### src/rtl/riscv_fetch_unit.sv
// Instruction fetch stage: owns the PC, issues word-aligned requests to
// instruction memory and queues in-order responses for the downstream datapath.
module riscv_fetch_unit #(
    parameter logic [31:0] RESET_PC = 32'h0000_0000,
    parameter int unsigned DEPTH    = 2
) (
    input  logic        clk,
    input  logic        reset_n,
    output logic        imem_req_valid,
    input  logic        imem_req_ready,
    output logic [31:0] imem_req_addr,
    input  logic        imem_resp_valid,
    input  logic [31:0] imem_resp_data,
    input  logic        redirect_valid,
    input  logic [31:0] redirect_pc,
    output logic        inst_valid,
    input  logic        inst_ready,
    output logic [31:0] inst_data,
    output logic [31:0] inst_pc
);

    localparam int unsigned PW = $clog2(DEPTH);
    localparam int unsigned CW = PW + 1;
    localparam int unsigned SW = CW + 1;

    logic          running_q, running_d;
    logic [31:0]   fetch_pc_q, fetch_pc_d;
    logic [31:0]   resp_pc_q, resp_pc_d;
    logic [CW-1:0] kept_q, kept_d;
    logic [CW-1:0] drop_q, drop_d;
    logic [CW-1:0] cnt_q, cnt_d;
    logic [PW-1:0] rd_ptr_q, rd_ptr_d;
    logic [PW-1:0] wr_ptr_q, wr_ptr_d;
    logic [31:0]   pc_mem_q [DEPTH];
    logic [31:0]   pc_mem_d [DEPTH];
    logic [31:0]   instr_mem_q [DEPTH];
    logic [31:0]   instr_mem_d [DEPTH];

    logic          req_valid_s, acc_s, resp_s, drop_hit_s, push_s, pop_s;
    logic [SW-1:0] kc_sum_s, kd_sum_s;
    logic          unused_ok_s;

    assign unused_ok_s = ^redirect_pc[1:0];

    // Handshake qualifiers; issue credit depends on registered state only.
    always_comb begin
        kc_sum_s    = SW'(kept_q) + SW'(cnt_q);
        kd_sum_s    = SW'(kept_q) + SW'(drop_q);
        req_valid_s = running_q && (kc_sum_s < SW'(DEPTH)) && (kd_sum_s < SW'(DEPTH));
        acc_s       = req_valid_s && imem_req_ready;
        resp_s      = imem_resp_valid && ((kept_q != CW'(0)) || (drop_q != CW'(0)));
        drop_hit_s  = resp_s && (drop_q != CW'(0));
        push_s      = resp_s && !drop_hit_s && !redirect_valid;
        pop_s       = (cnt_q != CW'(0)) && inst_ready && !redirect_valid;
    end

    // Next-state: redirect flushes the queue and moves every in-flight request to the drop pool.
    always_comb begin
        running_d   = 1'b1;
        fetch_pc_d  = fetch_pc_q;
        resp_pc_d   = resp_pc_q;
        kept_d      = kept_q;
        drop_d      = drop_q;
        cnt_d       = cnt_q;
        rd_ptr_d    = rd_ptr_q;
        wr_ptr_d    = wr_ptr_q;
        pc_mem_d    = pc_mem_q;
        instr_mem_d = instr_mem_q;
        if (redirect_valid) begin
            fetch_pc_d = {redirect_pc[31:2], 2'b00};
            resp_pc_d  = {redirect_pc[31:2], 2'b00};
            kept_d     = CW'(0);
            drop_d     = drop_q + kept_q + CW'(acc_s) - CW'(resp_s);
            cnt_d      = CW'(0);
            rd_ptr_d   = PW'(0);
            wr_ptr_d   = PW'(0);
        end else begin
            if (acc_s) begin
                fetch_pc_d = fetch_pc_q + 32'd4;
            end else begin
                fetch_pc_d = fetch_pc_q;
            end
            kept_d = kept_q + CW'(acc_s) - CW'(resp_s && !drop_hit_s);
            drop_d = drop_q - CW'(drop_hit_s);
            cnt_d  = cnt_q + CW'(push_s) - CW'(pop_s);
            if (push_s) begin
                pc_mem_d[wr_ptr_q]    = resp_pc_q;
                instr_mem_d[wr_ptr_q] = imem_resp_data;
                wr_ptr_d              = wr_ptr_q + PW'(1);
                resp_pc_d             = resp_pc_q + 32'd4;
            end else begin
                wr_ptr_d  = wr_ptr_q;
                resp_pc_d = resp_pc_q;
            end
            if (pop_s) begin
                rd_ptr_d = rd_ptr_q + PW'(1);
            end else begin
                rd_ptr_d = rd_ptr_q;
            end
        end
    end

    // State registers with asynchronous clear.
    always_ff @(posedge clk or negedge reset_n) begin
        if (!reset_n) begin
            running_q   <= 1'b0;
            fetch_pc_q  <= RESET_PC;
            resp_pc_q   <= RESET_PC;
            kept_q      <= CW'(0);
            drop_q      <= CW'(0);
            cnt_q       <= CW'(0);
            rd_ptr_q    <= PW'(0);
            wr_ptr_q    <= PW'(0);
            pc_mem_q    <= '{default: RESET_PC};
            instr_mem_q <= '{default: 32'h0000_0000};
        end else begin
            running_q   <= running_d;
            fetch_pc_q  <= fetch_pc_d;
            resp_pc_q   <= resp_pc_d;
            kept_q      <= kept_d;
            drop_q      <= drop_d;
            cnt_q       <= cnt_d;
            rd_ptr_q    <= rd_ptr_d;
            wr_ptr_q    <= wr_ptr_d;
            pc_mem_q    <= pc_mem_d;
            instr_mem_q <= instr_mem_d;
        end
    end

    assign imem_req_valid = req_valid_s;
    assign imem_req_addr  = fetch_pc_q;
    assign inst_valid     = (cnt_q != CW'(0));
    assign inst_data      = instr_mem_q[rd_ptr_q];
    assign inst_pc        = pc_mem_q[rd_ptr_q];

endmodule

### config.mk
export PLATFORM = sky130hd
export DESIGN_NAME = riscv_fetch_unit
export DESIGN_NICKNAME = d
export VERILOG_FILES = /design/src/rtl/riscv_fetch_unit.sv
export SDC_FILE = /design/constraint.sdc
export NUM_CORES = 1
export LEC_CHECK = 0
export CAP_MARGIN = 20
export CORE_UTILIZATION = 45
export CTS_CLUSTER_DIAMETER = 100
export DETAILED_ROUTE_END_ITERATION = 8
export PLACE_DENSITY = 0.69
export SLEW_MARGIN = 10
export SYNTH_ARGS = -nofsm -noshare
export SYNTH_HDL_FRONTEND = slang
export SYNTH_SLANG_ARGS = --single-unit
### constraint.sdc
create_clock -name clk -period 2.75 [get_ports clk]
set_clock_uncertainty 0.15 [all_clocks]
set_input_delay 0.275 -clock clk [delete_from_list [all_inputs] [get_ports clk]]
set_output_delay 0.275 -clock clk [all_outputs]
set_load 0.03 [all_outputs]
; Word-level counts from Yosys, hierarchy flattened
; Cells that the tools add are included.
[word_totals]
regBits = 201
output_inout_bits = 98
elab_cells = 75
[op_classes]
addsub = 14
magnitude_cmp = 5
n_mux = 21
bitwise = 3
n_reduce_logical = 20
[ops]
columns = op, n
row1 = $mux W32, 11
row2 = $bwmux W64, 2
row3 = $add A32 B3 Y32 const B, 2
row4 = $demux W32 S1, 1
row5 = $reduce_bool A2 Y1, 6
row6 = $logic_and A1 B1 Y1, 10
row7 = $sub A2 B1 Y2, 4
row8 = $add A2 B1 Y2, 3
row9 = $add A2 B2 Y3, 2
row10 = $lt A3 B2 Y1 const B, 2
row11 = $mux W2, 3
row12 = $ge A2 B2 Y1 const B, 2
row13 = $mux W1, 4
row14 = $not A1 Y2, 2
row15 = $add A1 B1 Y1 const B, 2
row16 = $add A2 B2 Y2, 1
row17 = $logic_not A1 Y1, 2
row18 = $lt A2 B1 Y1 const B, 1
row19 = $reduce_and A2 Y1, 1
row20 = $logic_or A1 B1 Y1, 1
row21 = $not A1 Y1, 1

; Depth between registers and ports, before layout
[logic_depth]
word_depth = 10
ltp_mapped = 10

; Worst setup path after synthesis
; OpenSTA, ideal clock, no wires.
[synth_path]
path_type = reg2reg
startpoint = register kept_q[0]
endpoint = register fetch_pc_q[18] (netlist: imem_req_addr[18])
setup_time_ns = 0.125
arrival_ns = 2.345
setup_slack_ns = 0.129
path_stages_with_launch = 7
path_cell_list = dfrtp_1 > and2_1 > fa_1 > or4b_4 > nor4_4 > and4b_1 > nor4_2
[synth_between]
elab_chain_cells = 6
word_cells_on_any_way = 8
classes_between = add/sub: 2 / order compare: 2 / reduce/logical: 4
[synth_rtl]
columns = item, line_no
row1 = "start, declared", 29  ; logic [CW-1:0] kept_q, kept_d;
row2 = "start signal, assigned", 120  ; kept_q <= kept_d;
row3 = $add A2 B2 Y3, 47  ; kc_sum_s = SW'(kept_q) + SW'(cnt_q);
row4 = $lt A3 B2 Y1, 49  ; req_valid_s = running_q && (kc_sum_s < SW'(DEPTH)) && (kd_sum_s < SW'(DEPTH));
row5 = $logic_and A1 B1 Y1, 49
row6 = $logic_and A1 B1 Y1 (*), 49
row7 = $logic_and A1 B1 Y1 (*), 50  ; acc_s = req_valid_s && imem_req_ready;
row8 = $reduce_bool A2 Y1 (no source line) (*), --
row9 = "end signal, assigned", 118  ; fetch_pc_q <= fetch_pc_d;
row10 = "end, declared", 27  ; logic [31:0] fetch_pc_q, fetch_pc_d;
; Every way passes the cells marked *; elsewhere a longest branch is shown, timed or not.
; A chain may end at the register's enable or synchronous reset.

; Worst setup path in the final report
[layout_path]
startpoint = register kept_q[0]
endpoint = output imem_req_valid
[layout_between]
elab_chain_cells = 4
word_cells_on_any_way = 6
classes_between = add/sub: 2 / order compare: 2 / reduce/logical: 2
[layout_rtl]
columns = item, line_no
row1 = $add A2 B2 Y3, 47
row2 = $lt A3 B2 Y1, 49
row3 = $logic_and A1 B1 Y1, 49
row4 = $logic_and A1 B1 Y1 (*), 49
row5 = "end, declared", 9  ; output logic imem_req_valid,
; Marked as above.

==> metrics.md <==
| Metric | Value |
|---|---|
| CP Max Fanout | `4` |
| Final hold vios | `0` |
| First DRT Iteration DRCs | `between 400 and 500` |
| Asr flop ratio synth | `1.00` |
| CTS buffer count | `17` |
| Max-Cap Viols | `0` |
| Vias per inst | `5.70` |
| Via count | `7356` |
| Initial antenna violation count | `0` |
| Std cell rows | `54` |
| CP cell instances | `and2_4 -> fa_2 -> or3b_4 -> nor3_4 -> buf_6` |
| Yosys warns | `0` |
| Routed len/inst | `18.5 µm` |
| Drt total wl | `23800 µm` |
| Register-to-Register Path Depth | `6` |
| CTS HTree Levels | `4` |
| Crit path buffers/inverters | `1` |
| Post-DP HPWL | `approximately 17000 µm` |
| Die extent in y | `151 µm` |
| CP max stage delay | `~0.47 ns` |
| Share of layout cells above drive strength 1 | `0.278` |
| Largest net degree at the start of global routing | `~80` |
| First-pass GRT wire length | `38400 µm` |
| Starting density of the core | `0.459` |
| DRT Pass-1 Iters | `5` |
| Cell taking the most area after synthesis | `dfrtp_1` |
| Die area | `between 20000 and 25000 µm²` |
| Number of synthesized flops with an enable pin | `0` |
| # port buffers | `between 150 and 200` |
| Clk root buf | `clkbuf_16` |
| Max-slew violations | `0` |
| Global placement routability congestion | `0.832` |
| Area delta synth->final | `26.4%` |
| CP top delay family | `simple AND/OR/NAND/NOR gates` |
| R2R Path End | `imem_req_addr[8]` |
| Top post-synthesis cells by area | `dfrtp_1 48%, mux2_2 21%, nand4_1 1.9%, nor3_1 1.6%, and4_1 1.6%` |
| Post-Syn Instances | `833` |
| Core Region | `roughly 22000 µm²` |
| Tightest Pin Transition | `0.567 ns` |
| Worst r2r src | `kept_q[0]` |
| Gr usage total | `0.218` |
| Critical Setup Path Class | `flop to output pin` |
| Leakage | `5.54 nW` |
| Post-Layout Cell Count | `~1300` |
| Antenna diodes | `0` |
| Vias in the first global route | `7194` |
| Max Freq | `approximately 370 MHz` |
| Maximum vdd drop | `0.394 mV` |
| CTS tree | `yes` |
| Worst setup startpoint | `kept_q[0]` |
| PwrDens | `716 nW/µm²` |
| Synth Flop Type | `dfrtp_1` |
| CP endpoint | `imem_req_valid` |
| Dpl cell area | `approximately 12000 µm²` |
| Status | `completed` |
| Cells after DPL | `1255` |
| HP Class | `primary input to flop` |
| R2r setup slk | `0.11 ns` |
| Nets | `1079` |
| Max-slew headroom | `0.622` |
| RSZ-0062 raised after global routing | `no` |
| Required time worst endpoint | `2.33 ns` |
| Synth cell types | `65` |
| Syn avg cell area | `12.0 µm²` |
| Arr. time, crit path | `2.25 ns` |
| Final period util | `0.974` |
| CTS sink count | `193` |
| Grt ovf | `0` |
| Mapped cell area | `10000 µm²` |
| CP endpoint kind | `output pin` |
| Count of state elements after synthesis | `193` |
| Worst setup SP type | `flop` |
| Share of the synthesized area in the top cell type | `0.482` |
| Final setup TNS | `0 ns` |
| Setup violations, final | `0` |
| Hold depth | `2` |
| Clock slew seen by the registers of the worst setup and hold paths | `0.07 ns` |
| Min cycle time layout | `2.68 ns` |
| Most common cell in the netlist | `dfrtp_1` |
| Die Wd | `151 µm` |
| Sequential cell area fraction in the yosys report | `0.482` |
| Top Ports | `168` |
| Design area | `approximately 13000 µm²` |
| Levels on crit path | `5` |
| Synth cell count leaders | `193 x dfrtp_1, 186 x mux2_2, 42 x nor2_1` |
| Post-route ant nets | `0` |
| Latest clock arrival within the worst-skew pair | `0.43 ns` |
| CP max stage cell | `fa_2` |
| Clk buf depth | `2` |
| Remaining DRCs | `0` |
metrics by stage:
stage | power (W) | hold slack, ns | util | setup WS [ns]
finish | 0.00906 | 0.0994 | 0.580 | 0.0714
global route | 0.00953 | 0.102 | 0.580 | 0.00562
CTS | 0.00915 | 0.0883 | 0.578 | 0.000133
detailed placement | 0.00664 | 0.161 | 0.551 | 0.0203
global placement | 0.00659 | 0.169 | 0.551 | 0.0556
floorplan | 0.00543 | -0.171 | - | 0.129
cells by family after synthesis:
logic type,Yosys count,synth area share
AO/OA/AOI/OAI,88,0.0669
buffers and inverters,64,0.0321
XOR/XNOR,24,0.0210
other,2,0.000750
AND/OR/NAND/NOR,253,0.158
multiplexers,197,0.221
flip-flops,193,0.482
adder cells (fa/ha/maj),12,0.0172
flip-flops by register name (all words and copies together) (netlist names):
register / flops
resp_pc_q: 30
running_q: 1
wr_ptr_q: 1
cnt_q: 2
rd_ptr_q: 1
drop_q: 2
imem_req_addr: 30
instr_mem_q: 64
pc_mem_q: 60
kept_q: 2
cell usage in the layout (no fill, tap or decap), types with 9 or more instances in the layout:
| master | netlist | layout |
|---|---|---|
| and4_1 | 18 | 18 |
| nand2_1 | 20 | 20 |
| mux2_1 | 10 | 10 |
| buf_4 | 4 | 22 |
| clkbuf_16 | 0 | 17 |
| nor4_1 | 13 | 13 |
| inv_1 | 11 | 11 |
| o31ai_1 | 11 | 11 |
| a31oi_1 | 10 | 10 |
| mux2_2 | 186 | 186 |
| a311oi_1 | 14 | 14 |
| nor3_1 | 33 | 32 |
| a211oi_1 | 14 | 14 |
| clkdlybuf4s50_1 | 0 | 158 |
| nor2_1 | 42 | 42 |
| nand3_1 | 14 | 14 |
| dfrtp_1 | 193 | 192 |
| xnor2_1 | 16 | 16 |
| nand4_1 | 31 | 31 |
| nor2b_1 | 12 | 12 |
| ha_1 | 9 | 9 |
| a21oi_1 | 10 | 10 |
| and3_1 | 16 | 15 |
final cells by class:
class / instances / area [µm²]
Tap cell: 280 / 350
Timing Repair Buffer: 192 / 1950
Clock buffer: 19 / 453
Sequential cell: 193 / 4830
Inverter: 14 / 52.6
Clock inverter: 13 / 129
Fill cell: 1851 / 9170
Multi-Input combinational cell: 579 / 4890
how the worst min path moves through the flow:
| stage | start | end | slack (ns) |
|---|---|---|---|
| global placement | reset_n | imem_req_addr[3] | 0.17 |
| CTS | redirect_valid | cnt_q[1] | 0.09 |
| floorplan | reset_n | cnt_q[0] | -0.17 |
| global route | redirect_valid | rd_ptr_q | 0.10 |
| detailed placement | reset_n | imem_req_addr[3] | 0.16 |
| finish | redirect_valid | cnt_q[1] | 0.1 |
power breakdown:
| group | switching, W | internal, W | total [W] |
|---|---|---|---|
| logic | 0.00155 | 0.00144 | 0.00299 |
| clock network | 0.00115 | 0.00132 | 0.00247 |
| registers | 0.000358 | 0.00325 | 0.00360 |
| total | 0.00306 | 0.00600 | 0.00906 |
metal layers:
metal / global-route usage / vias up / wire [µm]
li1: - / 3457 / -
met1: 0.299 / 3702 / 10500
met2: 0.356 / 182 / 11900
met3: 0.0401 / 15 / 1100
met4: 0.0495 / 0 / 259
met5: 0 / - / 0
repair_timing:
action | CTS | global route
pin swaps | 0 | 5
buffers inserted | 0 | 2
hold buffers | 1 | 0
hold endpoints to repair | 59 | 0
endpoints found under the setup margin | 1 | 9
gates resized for setup | 1 | 4
No activity file was read; power rests on OpenSTA's default activity.
